==> src/rtl/mont_mult32.sv <==
// Bit-serial radix-2 Montgomery multiplier: Result = A*B*2^-WIDTH mod Prime.
// One iteration per clock, then a final conditional subtraction.
module mont_mult32 #(
  parameter int WIDTH = 32,
  parameter int CNT_W = 6
) (
  input  logic             clk,
  input  logic             reset,
  input  logic             in_sig,
  input  logic [WIDTH-1:0] A_i,
  input  logic [WIDTH-1:0] B_i,
  input  logic [WIDTH-1:0] Prime,
  output logic [WIDTH-1:0] Result,
  output logic             busy,
  output logic             done
);

  typedef enum logic [1:0] {
    IDLE,
    CALC,
    FIX
  } state_t;

  state_t           state_q;
  logic [WIDTH-1:0] a_q;
  logic [WIDTH-1:0] b_q;
  logic [WIDTH-1:0] p_q;
  logic [WIDTH-1:0] result_q;
  logic [WIDTH+1:0] s_q;
  logic [WIDTH+1:0] s_d;
  logic [WIDTH+1:0] t_sum;
  logic [WIDTH+1:0] t_odd;
  logic [CNT_W-1:0] cnt_q;
  logic             busy_q;
  logic             done_q;

  // a_q shifts right each iteration, so bit 0 is always a_i
  always_comb begin
    t_sum = s_q + (a_q[0] ? {2'b00, b_q} : '0);
    t_odd = t_sum[0] ? t_sum + {2'b00, p_q} : t_sum;
    s_d   = t_odd >> 1;
  end

  always_ff @(posedge clk or negedge reset) begin
    if (!reset) begin
      state_q  <= IDLE;
      a_q      <= '0;
      b_q      <= '0;
      p_q      <= '0;
      s_q      <= '0;
      cnt_q    <= '0;
      result_q <= '0;
      busy_q   <= 1'b0;
      done_q   <= 1'b0;
    end else begin
      done_q <= 1'b0;
      unique case (state_q)
        IDLE: begin
          if (in_sig) begin
            a_q     <= A_i;
            b_q     <= B_i;
            p_q     <= Prime;
            s_q     <= '0;
            cnt_q   <= '0;
            busy_q  <= 1'b1;
            state_q <= CALC;
          end
        end
        CALC: begin
          s_q   <= s_d;
          a_q   <= a_q >> 1;
          cnt_q <= cnt_q + CNT_W'(1);
          if (cnt_q == CNT_W'(WIDTH - 1))
            state_q <= FIX;
        end
        FIX: begin
          result_q <= (s_q >= {2'b00, p_q})
                    ? WIDTH'(s_q - {2'b00, p_q})
                    : s_q[WIDTH-1:0];
          done_q   <= 1'b1;
          busy_q   <= 1'b0;
          state_q  <= IDLE;
        end
        default: begin
          busy_q  <= 1'b0;
          state_q <= IDLE;
        end
      endcase
    end
  end

  assign Result = result_q;
  assign busy   = busy_q;
  assign done   = done_q;

endmodule

==> config.mk <==
export PLATFORM = sky130hd
export DESIGN_NAME = mont_mult32
export DESIGN_NICKNAME = d
export VERILOG_FILES = /design/src/rtl/mont_mult32.sv
export SDC_FILE = /design/constraint.sdc
export NUM_CORES = 1
export LEC_CHECK = 0
export BUFFER_PORTS_ARGS = -buffer_cell sky130_fd_sc_hd__buf_2
export CORE_ASPECT_RATIO = 0.5
export CORE_MARGIN = 2
export CORE_UTILIZATION = 60
export CTS_CLUSTER_SIZE = 10
export DETAILED_ROUTE_END_ITERATION = 10
export PLACE_DENSITY = 0.8
export SLEW_MARGIN = 25
export SYNTH_ARGS = -nofsm -noshare
export SYNTH_HDL_FRONTEND = slang
export SYNTH_SLANG_ARGS = --single-unit
==> constraint.sdc <==
create_clock -name clk -period 6.1 [get_ports clk]
set_input_delay 0.915 -clock clk [delete_from_list [all_inputs] [get_ports clk]]
set_output_delay 0.915 -clock clk [all_outputs]
set_load 0.05 [all_outputs]
==> summary.txt, run 1 <==
Routing
  • # DRC: 0
  • WL/cell: ~17 µm
  • ANT nets after route: 0
  • DRT Wirelength: 31500 µm
  • Drt first pass iters: 5
  • Via count: about 11k
  • Initial DRC count: 759
  • Vias/cell: ~5.9

CTS
  • Clock slew at reported path FFs: 0.07 ns
  • CTS Hold Bufs: 0
  • Total CTS buffers: 17
  • CTS Sinks: between 150 and 200
  • H-tree lvl count: 4
  • Clock tree buffer depth: 2
  • Clock latency at the later pin of the worst-skew pair: approximately 0.45 ns
  • Root Buffer: clkbuf_16
  • CTS tree: yes
  • Cts repair resizes: 0
  • Postcts setup bufs: 0

Timing
  • Fin Setup TNS: 0 ns
  • Max Slew Vio Count: 0
  • Final hold vios: 0
  • Worst hold slack: approximately 0.41 ns
  • Setup violators final: 0
  • Slew HR: ~36%
  • Final WS setup: 0.526 ns
  • Worst-margin pin slew: around 0.96 ns
  • RSZ-0062 raised after global routing: false
  • Tmin final: roughly 5.6 ns
  • Worst-case clock skew: 0.0104 ns
  • Crit share post-route: about nine tenths
  • Maximum clock frequency: 0.179 GHz

Setup path
  • CP Launch Type: flop
  • Worst R2R End: s_q[32]
  • Flop-to-flop setup slack: around 0.53 ns
  • Req. time, crit path: ~6.4 ns
  • CP Class: flop to flop
  • Worst r2r src: a_q[0]
  • WP data arrival: between 5 and 6 ns
  • CP Max Fanout: 24
  • Setup crit end kind: flop
  • Reg2reg path depth: 24

Synth
  • Netlist cell types: between 60 and 70
  • Syn_area_per_cell: ~8 µm²
  • Post-Syn Area: 12000 µm²
  • Seq/Total Area, Yosys: between 30 and 40%
  • Mapped Cells: roughly 1.5k
  • Register bit count reported by yosys: 171
  • Post-synth top flop: dfrtp_1
  • Syn_nets: ~1.7k
  • Asr flop ratio synth: 100%
  • YS warnings: 0
  • Post-synth EDFFs: 0

Floorplanning
  • Die width: between 200 and 250 µm
  • Core region area: around 20000 µm²
  • Die area: between 20000 and 25000 µm²
  • Num ports: ~130
  • Die height: about 100 µm
  • Starting Density: about three fifths
  • Row cnt: 36

Global route
  • First-pass GRT wire length: approximately 52000 µm
  • Total global routing overflow: 0
  • Largest net degree at the start of global routing: slightly above 100
  • Number of global-route vias before repair: approximately 11k
  • Antenna violations before repair: 2
  • Total GRT Usage: between 30% and 40%

Final layout
  • Fillers: approximately 1.6k
  • Most frequent cells in the layout: 313 x nand2_1, 171 x dfrtp_1, 143 x o21ai_0
  • Most common cell after layout, fill and taps aside: nand2_1
  • Utilization after layout: around 70%
  • Area delta synth->final: 12.5%
  • N_diodes: 0
  • Final nets: around 1.8k
  • Share of layout cells above drive strength 1: about 12%

Placement
  • Place WS: around 0.70 ns
  • IO buf count: roughly 130
  • RePlAce Congestion: roughly 1
  • DP HPWL: about 23000 µm

Status
  • Status: finished, final reports clean

Min path
  • Hold Crit Class: input pin to asynchronous set/reset pin

Flow run
  • Max-cap viol count: 0
## worst max-delay path, stage by stage, from the launching register on
cell,delay [ns]
dfrtp_1,0.68
and2_1,0.21
ha_1,0.19
inv_1,0.07
fa_1,0.45
nor2b_4,0.16
o31ai_2,0.08
a31oi_1,0.31
o21ai_0,0.12
nand2b_1,0.09
a21oi_1,0.12
nor4_1,0.21
nor2_1,0.09
xnor2_1,0.22
ha_1,0.33
a21oi_1,0.14
o21ai_0,0.15
a221o_1,0.35
a31o_2,0.26
a221oi_2,0.48
o21ai_0,0.22
o211a_1,0.14
o21ai_0,0.19
or4_1,0.14
nand3_1,0.07
## routing by layer
layer | global-route usage [%] | vias up | wire, µm | share of wire, %
li1 | - | 5322 | - | -
met1 | 41.3 | 5155 | 14600 | 46
met2 | 49.5 | 311 | 14400 | 46
met3 | 5.48 | 65 | 1630 | 5.2
met4 | 11.9 | 0 | 827 | 2.6
met5 | 0 | - | 0 | 0
## sequential cells by signal, indices dropped and copies added (netlist names)
name	cells
busy	1
Result	32
s_q	33
cnt_q	6
a_q	32
done	1
state_q	2
p_q	32
b_q	32
## logic make-up (layout without fill, tap and decap cells)
family                   after synthesis  count (layout)  share of synthesized area (%)
buffers and inverters                116             230                           4.07
AO/OA/AOI/OAI                        431             431                           22.2
flip-flops                           171             171                           35.7
adder cells (fa/ha/maj)               99              99                           10.5
AND/OR/NAND/NOR                      546             546                           20.0
XOR/XNOR                              83              83                           6.06
multiplexers                          18              18                           1.50
## synthesized netlist by cell type (all sizes together), types with 3 or more instances
cell type | instances | area [µm²]
and4 | 3 | 26.3
and2 | 34 | 213
a211oi | 10 | 75.1
nor3 | 17 | 85.1
or2 | 4 | 25.0
o311ai | 3 | 26.3
dfrtp | 171 | 4280
mux2i | 18 | 180
nor4 | 4 | 25.0
inv | 53 | 199
nand4 | 11 | 68.8
buf | 11 | 73.8
o21bai | 11 | 82.6
o221ai | 3 | 26.3
and3 | 11 | 68.8
a21oi | 112 | 564
o211ai | 11 | 82.6
o21a | 11 | 82.6
a311oi | 3 | 32.5
o21ai | 149 | 746
a21o | 46 | 347
xnor2 | 51 | 447
or3 | 4 | 25.0
clkbuf | 52 | 215
nor2b | 13 | 88.8
a221oi | 4 | 47.6
xor2 | 32 | 280
ha | 96 | 1200
nor2 | 76 | 288
a31o | 3 | 26.3
a22oi | 33 | 248
nand3b | 3 | 22.5
nand3 | 36 | 180
a21boi | 3 | 22.5
a31oi | 7 | 43.8
o31ai | 3 | 27.5
nand2b | 12 | 75.1
o31a | 3 | 26.3
nand2 | 314 | 1180
fa | 3 | 60.1
## final cells by class
type / count / area (µm²) / area share (%)
Clock buffer: 18 / 439 / 3.25
Clock inverter: 14 / 206 / 1.53
Inverter: 53 / 199 / 1.47
Multi-Input combinational cell: 1177 / 7260 / 53.8
Sequential cell: 171 / 4280 / 31.7
Tap cell: 266 / 333 / 2.46
Timing Repair Buffer: 145 / 785 / 5.81
## metrics by stage
step	instance area, µm²	instances
3_5_place_dp	12800	1811
5_1_grt	13500	1844
6_report	13500	1844
3_3_place_gp	12800	1811
4_1_cts	13500	1843
2_1_floorplan	12000	1464
## worst max-delay path by stage
stage,start,endpoint,slack (ns),cells after the start
after floorplan,a_q[0],s_q[32],1.47,25
after global placement,a_q[0],s_q[32],0.87,24
after detailed placement,a_q[0],s_q[32],0.70,24
after CTS,a_q[0],s_q[32],0.64,24
after global routing,a_q[0],s_q[32],0.15,24
final,a_q[0],s_q[32],0.53,24
Power of run 1 is left out: the tool's default activity adds up to more than one toggle a clock period on the data nets, which glitch-free logic cannot reach.
==> run 2: changes to the inputs <==
BUFFER_PORTS_ARGS = default   (was -buffer_cell sky130_fd_sc_hd__buf_2)
CORE_UTILIZATION = 65   (was 60)
DONT_BUFFER_PORTS = 1   (was default)
MAX_ROUTING_LAYER = met4   (was default)
==> run 2 against run 1 <==
First-iteration DRC count is 15% higher. Utilization rose by 0.84 points. Hold slack got worse by 0.24 ns. Cell area decreased by 5.4%. Register-to-register slack better by 0.08 ns. Maximum frequency increased by 1.4%. Routed wire length down 3.6%. Via count is 3.6% lower.
==> summary.txt, run 2 (synthesis gave the netlist of run 1 again) <==
Global route
  • Antenna violations before repair: 0 (was 2)
  • First-pass GRT wire length: 49900 µm (was 52200 µm)
  • Met2 GRT Util: 52.8% (was 49.5%)
  • Total global routing overflow: 0 (unchanged)
  • GRT busiest layer: met2 (unchanged)
  • Total GRT Usage: 33.2% (was 30.7%)
  • Met1 usage in global routing: 43.0% (was 41.3%)
  • Number of global-route vias before repair: 10.1k (was 10.5k)
  • Largest net degree at the start of global routing: 172 (was 102)
  • GRT met3 Usage: 5.71% (was 5.48%)

Timing
  • RSZ-0062 raised after global routing: false (unchanged)
  • Fin Setup TNS: 0 ns (unchanged)
  • Worst-margin pin slew: 0.720 ns (was 0.956 ns)
  • Crit share post-route: 90.1% (was 91.4%)
  • Final hold vios: 0 (unchanged)
  • Tmin final: 5.50 ns (was 5.57 ns)
  • Worst hold slack: 0.168 ns (was 0.408 ns)
  • Maximum clock frequency: 0.182 GHz (was 0.179 GHz)
  • Worst-case clock skew: 0.0139 ns (was 0.0104 ns)
  • Max Slew Vio Count: 0 (unchanged)
  • Setup violators final: 0 (unchanged)
  • Slew HR: 52.0% (was 36.3%)

Status
  • Status: finished, final reports clean (unchanged)

Setup path
  • Delay-heaviest family, CP: compound AO/OA/AOI/OAI gates (unchanged)
  • CP Max Fanout: 33 (was 24)
  • CP most frequent cell: o21ai_0 (unchanged)
  • Worst R2R End: s_q[32] (unchanged)
  • Slowest cell delay on critical path: 0.62 ns (was 0.68 ns)
  • Flop-to-flop setup slack: 0.60 ns (was 0.53 ns)
  • Worst setup path startpoint: a_q[0] (unchanged)
  • Setup crit end kind: flop (unchanged)
  • Bufs and invs on worst path: 1 (unchanged)
  • CP Launch Type: flop (unchanged)
  • Critical Path End: s_q[32] (unchanged)
  • CP Cell Sequence: and2_1, ha_1, inv_1, fa_1, nor2b_4, o31ai_2, a31oi_1, o21ai_0, nand2b_1, a21oi_1, o21bai_1, a21oi_1, xnor2_1, ha_1, a21oi_1, o21ai_0, a221o_1, a31o_2, a221oi_2, o21ai_0, o211a_1, o21ai_0, or4_1, nand3_1 (was and2_1, ha_1, inv_1, fa_1, nor2b_4, o31ai_2, a31oi_1, o21ai_0, nand2b_1, a21oi_1, nor4_1, nor2_1, xnor2_1, ha_1, a21oi_1, o21ai_0, a221o_1, a31o_2, a221oi_2, o21ai_0, o211a_1, o21ai_0, or4_1, nand3_1)
  • Worst path slowest cell: dfrtp_2 (was dfrtp_1)
  • Total stage count of the critical path: 24 (unchanged)
  • Req. time, crit path: 6.43 ns (about the same)
  • CP Class: flop to flop (unchanged)
  • Worst r2r src: a_q[0] (unchanged)
  • Reg2reg path depth: 24 (unchanged)
  • WP data arrival: 5.82 ns (was 5.90 ns)

Routing
  • Initial DRC count: 875 (was 759)
  • # DRC: 0 (unchanged)
  • Vias/cell: 6.22 (was 5.89)
  • DRT Wirelength: 30400 µm (was 31500 µm)
  • WL/cell: 18.1 µm (was 17.1 µm)
  • ANT nets after route: 0 (unchanged)
  • Via count: 10.5k (was 10.9k)
  • Drt first pass iters: 5 (unchanged)

Min path
  • Hold Crit Class: input pin to asynchronous set/reset pin (unchanged)

CTS
  • Clock latency at the later pin of the worst-skew pair: 0.45 ns (about the same)
  • Clock tree buffer depth: 2 (unchanged)
  • CTS Hold Bufs: 0 (unchanged)
  • H-tree lvl count: 4 (unchanged)
  • CTS tree: yes (unchanged)
  • Root Buffer: clkbuf_16 (unchanged)
  • CTS Sinks: 171 (unchanged)
  • Clock slew at reported path FFs: 0.07 ns (about the same)
  • Total CTS buffers: 17 (unchanged)

Placement
  • RePlAce Congestion: 0.986 (was 0.974)
  • DP Area: 12100 µm² (was 12800 µm²)
  • Placed insts: 1650 (was 1811)
  • DP HPWL: 22000 µm (was 23300 µm)
  • IO buf count: 0 (was 132)

Final layout
  • Area occupied by registers: 4280 µm² (about the same)
  • Area delta synth->final: 6.39% (was 12.5%)
  • Max reg flops: 33 (unchanged)
  • Share of layout cells above drive strength 1: 4.23% (was 12.4%)
  • Fillers: 1541 (was 1571)
  • Most flop-heavy register: s_q (unchanged)
  • N_diodes: 0 (unchanged)
  • Multi-input combinational cell area: 7270 µm² (was 7260 µm²)
  • Most common cell after layout, fill and taps aside: nand2_1 (unchanged)
  • Post-Layout Cell Count: 1682 (was 1844)
  • Most frequent cells in the layout: 312 x nand2_1, 170 x dfrtp_1, 143 x o21ai_0 (was 313 x nand2_1, 171 x dfrtp_1, 143 x o21ai_0)
  • Fin area: 12800 µm² (was 13500 µm²)
  • Final nets: 1627 (was 1763)

Floorplanning
  • Num ports: 133 (unchanged)
  • Row cnt: 35 (was 36)
  • Starting Density: 65.7% (was 61.4%)
  • Core region area: 18300 µm² (was 19500 µm²)
  • Die width: 196 µm (was 204 µm)
  • Die area: 19600 µm² (was 21200 µm²)
  • Die height: 100 µm (was 104 µm)

Flow run
  • Max-cap viol count: 0 (unchanged)
==> run 2: repair_timing <==
item                                    4_1_cts  5_1_grt
endpoints found under the setup margin        0        4
hold endpoints to repair                      0        0
setup buffers                                 0        0
resized for setup                             0        1
==> run 2: worst min-delay path by stage <==
stage / start / end / slack [ns] / cells past startpoint
after global placement: b_q[18] / b_q[18] / 0.46 / 2
after floorplan: b_q[31] / b_q[31] / 0.44 / 2
final: reset / b_q[14] / 0.17 / 0
after CTS: reset / Result[12] / 0.16 / 0
after global routing: reset / Result[12] / 0.15 / 0
after detailed placement: b_q[14] / b_q[14] / 0.45 / 2
==> run 2: routing by layer <==
layer	up-vias	share of wire (%)
met5	-	0
met4	0	3.2
met3	80	5.7
met2	339	46
met1	4986	45
li1	5062	-
==> run 2: area by class of cell <==
| type | count | area share, % |
|---|---|---|
| Clock inverter | 13 | 1.67 |
| Multi-Input combinational cell | 1177 | 56.9 |
| Clock buffer | 19 | 3.47 |
| Timing Repair Buffer | 9 | 0.529 |
| Sequential cell | 171 | 33.5 |
| Inverter | 53 | 1.56 |
| Tap cell | 240 | 2.35 |
==> run 2: stage by stage <==
step | setup WS (ns) | util, %
after floorplan | 1.47 | -
after global placement | 0.677 | 66.3
after detailed placement | 0.535 | 66.3
after global routing | 0.118 | 69.9
after CTS | 0.480 | 69.9
final | 0.603 | 69.9
==> run 2: worst register-to-register path, delay by kind of cell (launching register included) <==
family,cells,cell delay [ns]
buf+inv,1,0.07
fa+ha+maj,3,0.96
flops,1,0.62
simple gates,5,0.68
xor+xnor,1,0.20
compound gates,14,2.86
Power of run 2 is left out for the same reason.
